**src/rtl/game_pkg.sv**
```systemverilog
// Shared game definitions: state encoding and BCD digit width, also used by the display mux.
package game_pkg;

    localparam int STATE_W     = 3;
    localparam int BCD_DIGIT_W = 4;

    localparam logic [STATE_W-1:0] ST_IDLE      = 3'd0;
    localparam logic [STATE_W-1:0] ST_COUNTDOWN = 3'd1;
    localparam logic [STATE_W-1:0] ST_PLAY      = 3'd2;
    localparam logic [STATE_W-1:0] ST_GAMEOVER  = 3'd3;

    typedef enum logic [STATE_W-1:0] {
        S_IDLE      = ST_IDLE,
        S_COUNTDOWN = ST_COUNTDOWN,
        S_PLAY      = ST_PLAY,
        S_GAMEOVER  = ST_GAMEOVER
    } state_e;

    // Binary 0..99 to two packed BCD digits.
    function automatic logic [2*BCD_DIGIT_W-1:0] to_bcd2(input int unsigned v);
        return {BCD_DIGIT_W'(v / 10), BCD_DIGIT_W'(v % 10)};
    endfunction

endpackage

```
**src/rtl/game_sequencer_bcd2_counter.sv**
```systemverilog
// Two-digit BCD counter: load has priority, then inc (saturates at 99), then dec (stops at 00).
module bcd2_counter
    import game_pkg::*;
#(
    parameter logic [2*BCD_DIGIT_W-1:0] RST_VAL = '0
) (
    input  logic                     clk_i,
    input  logic                     rst_ni,
    input  logic                     load_i,
    input  logic [2*BCD_DIGIT_W-1:0] load_val_i,
    input  logic                     inc_i,
    input  logic                     dec_i,
    output logic [2*BCD_DIGIT_W-1:0] value_o
);

    logic [BCD_DIGIT_W-1:0] tens_q, tens_d;
    logic [BCD_DIGIT_W-1:0] ones_q, ones_d;

    always_comb begin
        tens_d = tens_q;
        ones_d = ones_q;
        if (load_i) begin
            {tens_d, ones_d} = load_val_i;
        end else if (inc_i) begin
            if (ones_q == 4'd9) begin
                if (tens_q != 4'd9) begin
                    tens_d = tens_q + 4'd1;
                    ones_d = 4'd0;
                end
            end else begin
                ones_d = ones_q + 4'd1;
            end
        end else if (dec_i) begin
            if (ones_q == 4'd0) begin
                if (tens_q != 4'd0) begin
                    tens_d = tens_q - 4'd1;
                    ones_d = 4'd9;
                end
            end else begin
                ones_d = ones_q - 4'd1;
            end
        end
    end

    always_ff @(posedge clk_i or negedge rst_ni) begin
        if (!rst_ni) begin
            {tens_q, ones_q} <= RST_VAL;
        end else begin
            tens_q <= tens_d;
            ones_q <= ones_d;
        end
    end

    assign value_o = {tens_q, ones_q};

endmodule

```
**src/rtl/game_sequencer.sv**
```systemverilog
// Game controller: IDLE -> COUNTDOWN -> PLAY -> GAMEOVER with built-in one-second prescaler.
// Optional build macro GAME_ABORT_EN: start during COUNTDOWN/PLAY aborts back to IDLE.
//
//   state     | meaning
//   ----------+-----------------------------------------------
//   IDLE      | waiting for start; score/timer hold last values
//   COUNTDOWN | pre-game countdown, one step per tick
//   PLAY      | hits score, timer counts down per tick
//   GAMEOVER  | final score/timer hold until start
module game_sequencer
    import game_pkg::*;
#(
    parameter int CLKS_PER_SEC   = 100_000_000,
    parameter int COUNTDOWN_SECS = 5,
    parameter int GAME_SECS      = 30
) (
    input  logic         clk,
    input  logic         rst_n,
    input  logic         start,
    input  logic         hit,
    output logic [2:0]   current_state,
    output logic [3:0]   countdown_timer,
    output logic [7:0]   game_timer_bcd,
    output logic [7:0]   score_bcd,
    output logic         game_over
);

    localparam int              PS_W     = (CLKS_PER_SEC > 2) ? $clog2(CLKS_PER_SEC) : 1;
    localparam logic [PS_W-1:0] PS_LAST  = PS_W'(CLKS_PER_SEC - 1);
    localparam logic [7:0]      GAME_BCD = to_bcd2(GAME_SECS);

    state_e          state_q, state_d;
    logic [PS_W-1:0] presc_q, presc_d;
    logic [3:0]      cd_q, cd_d;
    logic            go_q, go_d;
    logic            running, tick, abort;
    logic            score_load, score_inc, timer_load, timer_dec;

    assign running = (state_q == S_COUNTDOWN) || (state_q == S_PLAY);
    assign tick    = running && (presc_q == PS_LAST);

`ifdef GAME_ABORT_EN
    assign abort = running && start;
`else
    assign abort = 1'b0;
`endif

    always_comb begin
        state_d    = state_q;
        cd_d       = cd_q;
        go_d       = 1'b0;
        score_load = 1'b0;
        score_inc  = 1'b0;
        timer_load = 1'b0;
        timer_dec  = 1'b0;
        if (abort) begin
            state_d    = S_IDLE;
            cd_d       = 4'd0;
            score_load = 1'b1;
            timer_load = 1'b1;
        end else begin
            case (state_q)
                S_IDLE: begin
                    if (start) begin
                        state_d    = S_COUNTDOWN;
                        cd_d       = 4'(COUNTDOWN_SECS);
                        score_load = 1'b1;
                        timer_load = 1'b1;
                    end
                end
                S_COUNTDOWN: begin
                    if (tick) begin
                        if (cd_q > 4'd1) begin
                            cd_d = cd_q - 4'd1;
                        end else begin
                            state_d = S_PLAY;
                            cd_d    = 4'd0;
                        end
                    end
                end
                S_PLAY: begin
                    // A hit on the final tick still counts toward the final score.
                    score_inc = hit;
                    if (tick) begin
                        timer_dec = 1'b1;
                        if (game_timer_bcd == 8'h01) begin
                            state_d = S_GAMEOVER;
                            go_d    = 1'b1;
                        end
                    end
                end
                S_GAMEOVER: begin
                    if (start) state_d = S_IDLE;
                end
                default: state_d = S_IDLE;
            endcase
        end
    end

    // Cleared on every transition so the first tick lands a full second after entry.
    always_comb begin
        if ((state_d != state_q) || !running || tick) presc_d = '0;
        else                                          presc_d = presc_q + PS_W'(1);
    end

    always_ff @(posedge clk or negedge rst_n) begin
        if (!rst_n) begin
            state_q <= S_IDLE;
            presc_q <= '0;
            cd_q    <= 4'd0;
            go_q    <= 1'b0;
        end else begin
            state_q <= state_d;
            presc_q <= presc_d;
            cd_q    <= cd_d;
            go_q    <= go_d;
        end
    end

    bcd2_counter #(.RST_VAL(8'h00)) u_score (
        .clk_i      (clk),
        .rst_ni     (rst_n),
        .load_i     (score_load),
        .load_val_i (8'h00),
        .inc_i      (score_inc),
        .dec_i      (1'b0),
        .value_o    (score_bcd)
    );

    bcd2_counter #(.RST_VAL(GAME_BCD)) u_timer (
        .clk_i      (clk),
        .rst_ni     (rst_n),
        .load_i     (timer_load),
        .load_val_i (GAME_BCD),
        .inc_i      (1'b0),
        .dec_i      (timer_dec),
        .value_o    (game_timer_bcd)
    );

    assign current_state   = state_q;
    assign countdown_timer = cd_q;
    assign game_over       = go_q;

endmodule

```
**config.mk**
```make
export PLATFORM = sky130hd
export DESIGN_NAME = game_sequencer
export DESIGN_NICKNAME = d
export VERILOG_FILES = /design/src/rtl/game_pkg.sv /design/src/rtl/game_sequencer_bcd2_counter.sv /design/src/rtl/game_sequencer.sv
export SDC_FILE = /design/constraint.sdc
export NUM_CORES = 1
export LEC_CHECK = 0
export ABC_AREA = 0
export CAP_MARGIN = 10
export CELL_PAD_IN_SITES_DETAIL_PLACEMENT = 1
export CELL_PAD_IN_SITES_GLOBAL_PLACEMENT = 2
export CORE_ASPECT_RATIO = 0.9
export CORE_UTILIZATION = 39
export DETAILED_ROUTE_END_ITERATION = 6
export GPL_TIMING_DRIVEN = 0
export PLACE_DENSITY = 0.95
export SLEW_MARGIN = 20
export SYNTH_ARGS = -nofsm -noshare
export SYNTH_HDL_FRONTEND = slang
export SYNTH_SLANG_ARGS = --single-unit
```
**constraint.sdc**
```tcl
create_clock -name clk -period 5.06 [get_ports clk]
set_input_delay 0.759 -clock clk [delete_from_list [all_inputs] [get_ports clk]]
set_output_delay 0.759 -clock clk [all_outputs]
set_load 0.02 [all_outputs]
```
# After elaboration in Yosys (flattened, before gate mapping)
# Index checks and enable logic that the tools add are counted.
[op_classes]
n_addsub = 6
n_mul = 0
div = 0
magnitude_cmp = 1
n_eq_ne = 12
shift = 0
mux = 36
n_bitwise = 0
n_reduce_logical = 20
[ops]
columns = ["cell", "n"]
rows = [
  ["$mux W4", 19],
  ["$add A27 B1 Y27 const B", 1],
  ["$eq A27 B27 Y1 const B", 1],
  ["$mux W27", 1],
  ["$mux W3", 6],
  ["$reduce_bool A2 Y1", 7],
  ["$pmux W3 S4", 1],
  ["$sub A4 B1 Y4 const B", 3],
  ["$reduce_and A3 Y1", 3],
  ["$add A4 B1 Y4 const B", 2],
  ["$eq A8 B1 Y1 const B", 1],
  ["$mux W1", 8],
  ["$pmux W4 S2", 1],
  ["$eq A3 B2 Y1 const B", 2],
  ["$ne A3 B3 Y1 const B", 2],
  ["$eq A4 B4 Y1 const B", 1],
  ["$gt A4 B1 Y1 const B", 1],
  ["$logic_not A4 Y1", 1],
  ["$ne A2 B2 Y1 const B", 2],
  ["$ne A4 B4 Y1 const B", 1],
  ["$reduce_and A2 Y1", 2],
  ["$reduce_bool A4 Y1", 1],
  ["$eq A3 B1 Y1 const B", 1],
  ["$logic_not A3 Y1", 1],
  ["other kinds (4)", 6],
]
[totals]
reg_bits = 51
latch_bits = 0
mem_bits_rw = 0
romBits = 0
in_bits = 4
output_inout_bits = 24
wordCells = 83
mem_count = 0

# Longest topological paths before layout
# Gate-level depths: netlist of the first run.
[logic_depth]
word_depth = 9
ltp_mapped = 7

# Modules after synthesis
# A second synthesis of the first run with hierarchy kept.
[hier_totals]
hier_cells = 399
area_unflattened_um2 = 3592.2
[modules_own_cells]
columns = ["mod", "instances", "cells_per_inst", "area_each_um2"]
rows = [
  ["game_sequencer", 1, 214, 2011.9],
  ["bcd2_counter (u_timer)", 1, 97, 800.8],
  ["bcd2_counter (u_score)", 1, 88, 779.5],
]

# Least setup slack after synthesis of the first run
# No wires, ideal clock.
[synth_path]
path_type = "reg-to-reg"
start = "register presc_q[9]"
end = "register u_timer.tens_q[1]"
arrival_ns = 2.141
slack_ns = 2.837
stages_incl_launch_ff = 6
path_buffers = 1
cell_sequence = "dfrtp_1 or4b_1 or4_1 buf_2 or4_4 o211ai_1"
[synth_between]
elab_chain_cells = 6
[synth_rtl]
columns = ["item", "line", "text"]
rows = [
  ["start, declared", "game_sequencer.sv:33", "logic [PS_W-1:0] presc_q, presc_d;"],
  ["start signal, assigned", "game_sequencer.sv:114", "presc_q <= presc_d;"],
  ["$eq A27 B27 Y1", "game_sequencer.sv:40", "assign tick = running && (presc_q == PS_LAST);"],
  ["$logic_and A1 B1 Y1", "game_sequencer.sv:40", ""],
  ["$mux W1", "game_sequencer.sv:84", "if (tick) begin"],
  ["$mux W1", "game_sequencer.sv:62", "case (state_q)"],
  ["$reduce_bool A2 Y1 (no line)", "--", ""],
  ["$reduce_and A3 Y1 (no line)", "--", ""],
  ["end signal, assigned", "game_sequencer_bcd2_counter.sv:49", "tens_q <= tens_d;"],
  ["end, declared", "game_sequencer_bcd2_counter.sv:16", "logic [BCD_DIGIT_W-1:0] tens_q, tens_d;"],
]
# Every way passes these cells.
# A chain may end at the register's enable or synchronous reset.

# Worst setup path in the final report of the first run
[layout_path]
start = "input port start"
end = "register u_score.tens_q[3]"
[layout_between]
elab_chain_cells = 4
elab_cells_between_ends = 7
classes_between = "mux: 3; reduce/logical: 4"
[layout_rtl]
columns = ["item", "line", "text"]
rows = [
  ["start, declared", "game_sequencer.sv:19", "input logic start,"],
  ["$mux W1 *", "game_sequencer.sv:64", "if (start) begin"],
  ["$mux W1 *", "game_sequencer.sv:62", ""],
  ["$reduce_bool A2 Y1 (no line)", "--", ""],
  ["$reduce_and A3 Y1 (no line)", "--", ""],
  ["end signal, assigned", "game_sequencer_bcd2_counter.sv:49", ""],
  ["end, declared", "game_sequencer_bcd2_counter.sv:16", ""],
]
# Mark *: on every way between the ends. The rest lies on a longest branch, timed or not.

==> metrics.md, run 1 <==
| Metric | Value |
|---|---|
| Final Util | `0.4807` |
| Vias in the first global route | `2604` |
| Worst IR Drop VDD | `0.0002067 V` |
| Placed cells | `431` |
| Hold/Removal Path Class | `input pin to asynchronous set/reset pin` |
| Largest net degree at the start of global routing | `52` |
| Cell row count | `29` |
| Share of layout cells above drive strength 1 | `0.05780` |
| Max-slew headroom | `0.2436` |
| Syn Nets | `322` |
| Clock Latency Late Sink | `320 ps` |
| Gate count of the mapped netlist | `311` |
| Worst reg2reg startpoint | `presc_q[9]` |
| Post CTS Setup Buffer Count | `0` |
| Final std cells w/o fill | `439` |
| H-tree depth | `2` |
| Worst Skew | `14.48 ps` |
| Critical Path AT | `3120 ps` |
| Routed Antenna Nets | `0` |
| FF+latch count, synth | `51` |
| Post-cts sizing count | `0` |
| Via count | `2590` |
| Clock sinks | `51` |
| Yosys warning count | `0` |
| Power Total | `0.8787 mW` |
| Post-synth EDFFs | `0` |
| First-pass GRT wire length | `13340 um` |
| HPWL after DPL | `5525 um` |
| Ys async rst share | `1.000` |
| Crit path launch type | `input pin` |
| Final Hold Fails | `0` |
| RR Endpoint | `countdown_timer[3]` |
| R2r setup slk | `2400 ps` |
| CORE AREA | `0.007148 mm2` |
| GRT Total Usage | `0.2165` |
| CP Capture Type | `flop` |
| Distinct cells, synth | `51` |
| Post-Syn Area | `0.002919 mm2` |
| Seq/Total Area, Yosys | `0.4381` |
| CP max FO | `8` |
| TritonCTS clock tree | `built` |
| CTS Buf Count | `5` |
| Setup TNS | `0 ps` |
| Post-route minimum period | `2876 ps` |
| Kind of critical path | `input pin to flop` |
| Port Buffers | `27` |
| Leak Pwr | `1.222 nW` |
| Hold-fix buffer count after cts | `0` |
| Vias/cell | `5.900` |
| R2R depth | `6` |
| Post-synth top flop | `dfrtp_1` |
| I/O Pins | `28` |
| DRC errors left | `0` |
| Outcome | `complete, no violations` |
| RSZ-0062 raised after global routing | `false` |
| Max-slew violations | `0` |
| Placer Congestion | `0.7455` |
| Die Wd | `93.20 um` |
| Req. time, crit path | `5310 ps` |
| Min Hold Slack | `465.4 ps` |
| Initial antenna violation count | `0` |
| Starting Density | `0.4084` |
| Area grow syn2layout | `17.70%` |
| # diodes | `0` |
| Setup violators final | `0` |
| Register clock-pin slew on the reported worst setup and hold paths | `100 ps` |
| P per Cell Area | `255.7 mW/mm2` |
| CTS Buffer Depth | `2` |
| Most frequent cells in the layout | `dfrtp_1 (49), nand2_1 (28), clkdlybuf4s50_1 (26)` |
| Fillers | `826` |
| Grt ovf | `0` |
| Tightest Pin Transition | `1119 ps` |
| Final nets | `356` |
| Syn_area_per_cell | `9.386 um2` |
| FMAX | `0.3477 GHz` |
| Max Cap Viol | `0` |
| Ratio of final minimum period to clock period | `0.5683` |
| Iteration-0 DRC Markers | `162` |
| Most common cell after layout, fill and taps aside | `dfrtp_1` |
| Die area | `0.007835 mm2` |
| Clock root buffer | `clkbuf_8` |
| Die height | `84.08 um` |
| Final wirelength | `7883 um` |
| Wirelength per Cell | `17.96 um` |
| DR pass1 iterations | `4` |
power by group:
part,internal (mW),switching [mW],total [mW]
Clock,0.198,0.149,0.346
Sequential,0.420,0.0146,0.434
Combinational,0.0389,0.0589,0.0978
Total,0.657,0.222,0.879
worst max path at each step:
stage / start / end / slack [ps] / depth (start not counted)
floorplan: presc_q[9] / u_timer.tens_q[1] / 2840 / 5
global placement: rst_n / presc_q[3] / 1590 / 1
detailed placement: start / u_score.tens_q[3] / 1870 / 5
CTS: start / u_score.tens_q[3] / 2190 / 5
global route: start / u_score.tens_q[3] / 2020 / 5
finish: start / u_score.tens_q[3] / 2180 / 5
stage by stage:
| stage | setup slack, ps | area, um2 |
|---|---|---|
| after floorplan | 2837 | 2919 |
| after global placement | 1591 | 3306 |
| after detailed placement | 1865 | 3303 |
| after CTS | 2189 | 3436 |
| after global routing | 2021 | 3436 |
| final | 2184 | 3436 |
cell type report:
class | count | area (um2) | area share
buffer | 16 | 62.56 | 0.01821
tap | 93 | 116.4 | 0.03387
sequential | 51 | 1279 | 0.3722
inverter | 9 | 33.78 | 0.009832
clock buffer | 6 | 72.57 | 0.02112
clock inverter | 2 | 60.06 | 0.01748
timing repair buffer | 27 | 267.8 | 0.07793
multi-input combinational | 235 | 1544 | 0.4494
layer usage:
| layer | vias up | share of wire | GRT usage |
|---|---|---|---|
| met5 | - | 0 | 0 |
| met4 | 0 | 0.012 | 0.06154 |
| met3 | 8 | 0.025 | 0.03097 |
| met2 | 38 | 0.46 | 0.3356 |
| met1 | 1310 | 0.51 | 0.3127 |
| li1 | 1234 | - | - |
synth_stat cells (2+ instances only):
master | count | area (um2)
nand2b_1 | 5 | 31.28
nand3_1 | 16 | 80.08
xor2_1 | 4 | 35.03
nor2_1 | 14 | 52.55
o31ai_1 | 9 | 67.56
a21oi_1 | 4 | 20.02
dfrtp_1 | 49 | 1226
or3_1 | 14 | 87.58
nor2b_1 | 2 | 12.51
nand2_1 | 28 | 105.1
nand4_1 | 7 | 43.79
or2_2 | 3 | 18.77
nor4b_1 | 2 | 17.52
and3_1 | 2 | 12.51
dfstp_2 | 2 | 52.55
nor4_1 | 10 | 62.56
clkbuf_1 | 14 | 52.55
inv_1 | 9 | 33.78
o21ai_0 | 15 | 75.07
nor3_1 | 16 | 80.08
o211ai_1 | 5 | 37.54
xnor2_1 | 11 | 96.34
nand4bb_1 | 2 | 22.52
nand3b_1 | 3 | 22.52
buf_2 | 2 | 10.01
mux2i_1 | 8 | 80.08
and4_1 | 4 | 35.03
or4_1 | 9 | 67.56
nor3b_1 | 2 | 15.01
ha_1 | 7 | 87.58
a211oi_1 | 13 | 97.59
cell families (layout without fill, tap and decap cells):
logic type                 after synthesis  in the layout  share of synthesized area
muxes                                    8              8                    0.02743
other                                    1              1                   0.001285
DFF                                     51             51                     0.4381
xor gates and xnor gates                15             15                    0.04500
adders and majority gates                7              7                    0.03000
and+or+nand+nor                        149            149                     0.2966
buffers and inverters                   25             60                    0.03300
AOI/OAI and AO/OA                       55             55                     0.1286
critical path, cell delays in order:
cell             delay (ps)
clkdlybuf4s50_1         540
nor4b_1                 920
a41oi_1                 310
or3_1                   440
a21oi_1                 150
registers in the layout (all words and copies together), names as in the netlist:
register,cells
u_score.ones_q,4
current_state,3
game_over,1
countdown_timer,4
u_timer.tens_q,4
u_timer.ones_q,4
presc_q,27
u_score.tens_q,4
No activity file was read; power rests on OpenSTA's default activity.
==> run 2: changes to the inputs <==
--- a/config.mk
+++ b/config.mk
@@ -10,10 +10,10 @@
 export CELL_PAD_IN_SITES_DETAIL_PLACEMENT = 1
 export CELL_PAD_IN_SITES_GLOBAL_PLACEMENT = 2
 export CORE_ASPECT_RATIO = 0.9
-export CORE_UTILIZATION = 39
+export CORE_UTILIZATION = 32
 export DETAILED_ROUTE_END_ITERATION = 6
 export GPL_TIMING_DRIVEN = 0
-export PLACE_DENSITY = 0.95
+export PLACE_DENSITY = 0.86
 export SLEW_MARGIN = 20
 export SYNTH_ARGS = -nofsm -noshare
 export SYNTH_HDL_FRONTEND = slang
==> constraint.sdc (replaced) <==
create_clock -name clk -period 2.35 [get_ports clk]
set_input_delay 0.3525 -clock clk [delete_from_list [all_inputs] [get_ports clk]]
set_output_delay 0.3525 -clock clk [all_outputs]
set_load 0.02 [all_outputs]
==> run 2 against run 1 <==
Hold slack got worse by 400 ps. Sequential cell count unchanged. Die area increased by 21%. Via count decreased by 0.54%. Critical path type is now flop to flop. Count of clock-buffer cells in the layout decreased by 1. Design area increased by 5.5%. Clock skew decreased by 7.4 ps. Register-to-register slack got worse by 2300 ps. Highest routed layer unchanged. Critical path depth increased by 1. Non-clock buffer count increased by 6.
==> metrics.md, run 2 (synthesis results as in run 1) <==
| Metric | Value |
|---|---|
| Outcome | `complete, no violations` |
| Wirelength per Cell | `17.10 um` |
| Max-slew headroom | `0.5499` |
| Share of layout cells above drive strength 1 | `0.1392` |
| TritonCTS clock tree | `built` |
| Crit path buf inv count | `2` |
| Area grow syn2layout | `24.13%` |
| Initial antenna violation count | `0` |
| Ratio of final minimum period to clock period | `0.9755` |
| Port Buffers | `27` |
| Tightest Pin Transition | `675.2 ps` |
| RSZ-0062 raised after global routing | `true` |
| Register clock-pin slew on the reported worst setup and hold paths | `100 ps` |
| HPWL after DPL | `5563 um` |
| Clock Latency Late Sink | `310 ps` |
| Iteration-0 DRC Markers | `150` |
| Placer Congestion | `0.7538` |
| Routed Antenna Nets | `0` |
| DR pass1 iterations | `4` |
| Most common cell after layout, fill and taps aside | `dfrtp_1` |
| CORE AREA | `0.008728 mm2` |
| Kind of critical path | `flop to flop` |
| First-pass GRT wire length | `13300 um` |
| Int Pwr | `1.310 mW` |
| Worst reg2reg startpoint | `presc_q[9]` |
| FMAX | `0.4362 GHz` |
| Post-route minimum period | `2292 ps` |
| Final Hold Fails | `0` |
| Setup TNS | `0 ps` |
| Worst Skew | `7.068 ps` |
| CP max FO | `10` |
| Via count | `2576` |
| Largest Register | `presc_q` |
| H-tree depth | `2` |
| CTS Buffer Depth | `2` |
| Clock root buffer | `clkbuf_8` |
| CP peak stage delay | `550 ps` |
| Vias/cell | `5.469` |
| Die area | `0.009509 mm2` |
| Gate family responsible for the most delay along the worst path | `simple AND/OR/NAND/NOR gates` |
| Clk pwr share | `0.355` |
| CTS Buf Count | `5` |
| Register share of total power | `0.526` |
| Grt ovf | `0` |
| Max reg flops | `27` |
| Critical Path AT | `2510 ps` |
| RR Endpoint | `u_timer.tens_q[1]` |
| Crit. path cell count | `6` |
| Clock sinks | `51` |
| Final wirelength | `8056 um` |
| Crit-path cells | `or4b_4 -> or4_4 -> buf_6 -> buf_4 -> o41ai_2 -> o211ai_1` |
| Max Cap Viol | `0` |
| Hold-fix buffer count after cts | `0` |
| Max-slew violations | `0` |
| Die Wd | `102.7 um` |
| Worst Setup EP | `u_timer.tens_q[1]` |
| P per Cell Area | `493.8 mW/mm2` |
| Crit path from | `presc_q[9]` |
| Final nets | `362` |
| Die height | `92.61 um` |
| Leak Pwr | `1.334 nW` |
| Setup violators final | `0` |
| CP Capture Type | `flop` |
| Most frequent cells in the layout | `dfrtp_1 (48), nand2_1 (28), clkdlybuf4s50_1 (26)` |
| Sw frac | `0.2680` |
| Largest net degree at the start of global routing | `52` |
| Worst IR Drop VDD | `0.0002434 V` |
| Final Util | `0.4151` |
| DRC errors left | `0` |
| GRT Total Usage | `0.1791` |
| Hold/Removal Path Class | `input pin to asynchronous set/reset pin` |
| R2r setup slk | `60 ps` |
| Starting Density | `0.3344` |
| Cell row count | `32` |
| Vias in the first global route | `2658` |
| Crit path launch type | `flop` |
| R2R depth | `6` |
| NetSw | `0.4796 mW` |
| Fillers | `1026` |
| # diodes | `0` |
| Req. time, crit path | `2560 ps` |
| Gate power share | `0.119` |
| I/O Pins | `28` |
| Slowest CP cell | `or4b_4` |
-- run 2: cell count changes in the layout (fill, tap and decap cells not counted), moves of 2 or more --
cell | before | now
buf_4 | 1 | 11
clkbuf_1 | 15 | 6
nor4_1 | 10 | 7
clkbuf_2 | 0 | 2
nand3_1 | 16 | 14
nand3_2 | 0 | 2
nor4_4 | 0 | 2
nor4b_1 | 2 | 0
or4_1 | 9 | 7
or4_4 | 1 | 3
-- run 2: power by group through the flow --
stage	Combinational, mW	Sequential [mW]	Clock [mW]
floorplan	0.0814	0.978	0
global placement	0.208	0.954	0
detailed placement	0.213	0.956	0
CTS	0.220	0.937	0.649
global route	0.236	0.950	0.689
finish	0.213	0.942	0.635
-- run 2: routing by layer --
layer | up-vias | track usage | wire [um]
li1 | 1240 | - | -
met1 | 1295 | 0.2610 | 4062
met2 | 36 | 0.2789 | 3708
met3 | 5 | 0.02491 | 217
met4 | 0 | 0.03929 | 68
met5 | - | 0 | 0
-- run 2: what timing repair did --
item / 4_1_cts / 5_1_grt
endpoints found under the setup margin: 31 / 42
pin swaps: 0 / 3
gates resized for setup: 15 / 17
buffers inserted: 4 / 5
-- run 2: layout make-up --
| cell class | count | area (um2) | area share |
|---|---|---|---|
| sequential | 51 | 1280 | 0.3532 |
| buffer | 13 | 68.82 | 0.01899 |
| clock buffer | 5 | 68.82 | 0.01899 |
| clock inverter | 3 | 43.79 | 0.01209 |
| timing repair buffer | 36 | 335.3 | 0.09254 |
| inverter | 9 | 33.78 | 0.009323 |
| multi-input combinational | 235 | 1644 | 0.4537 |
| tap | 119 | 148.9 | 0.04109 |
-- run 2: per-stage QoR --
stage,setup slack [ps],hold WS [ps],instances,area [um2],power [mW]
2_1_floorplan,127.1,56.91,311,2919,1.060
3_3_place_gp,-758.9,530.3,457,3338,1.162
3_5_place_dp,-403.0,441.2,457,3336,1.169
4_1_cts,3.933,91.95,469,3543,1.806
5_1_grt,0.01776,101.2,471,3623,1.874
6_report,57.64,66.47,471,3623,1.789
-- run 2: how the worst min path moves through the flow --
stage	slack, ps	cells after the start	end	from
3_5_place_dp	440	1	u_score.tens_q[0]	rst_n
6_report	70	1	u_score.tens_q[0]	rst_n
4_1_cts	90	1	u_score.tens_q[0]	rst_n
5_1_grt	100	1	u_score.tens_q[0]	rst_n
2_1_floorplan	60	0	countdown_timer[0]	rst_n
3_3_place_gp	530	2	u_timer.tens_q[1]	u_timer.tens_q[1]
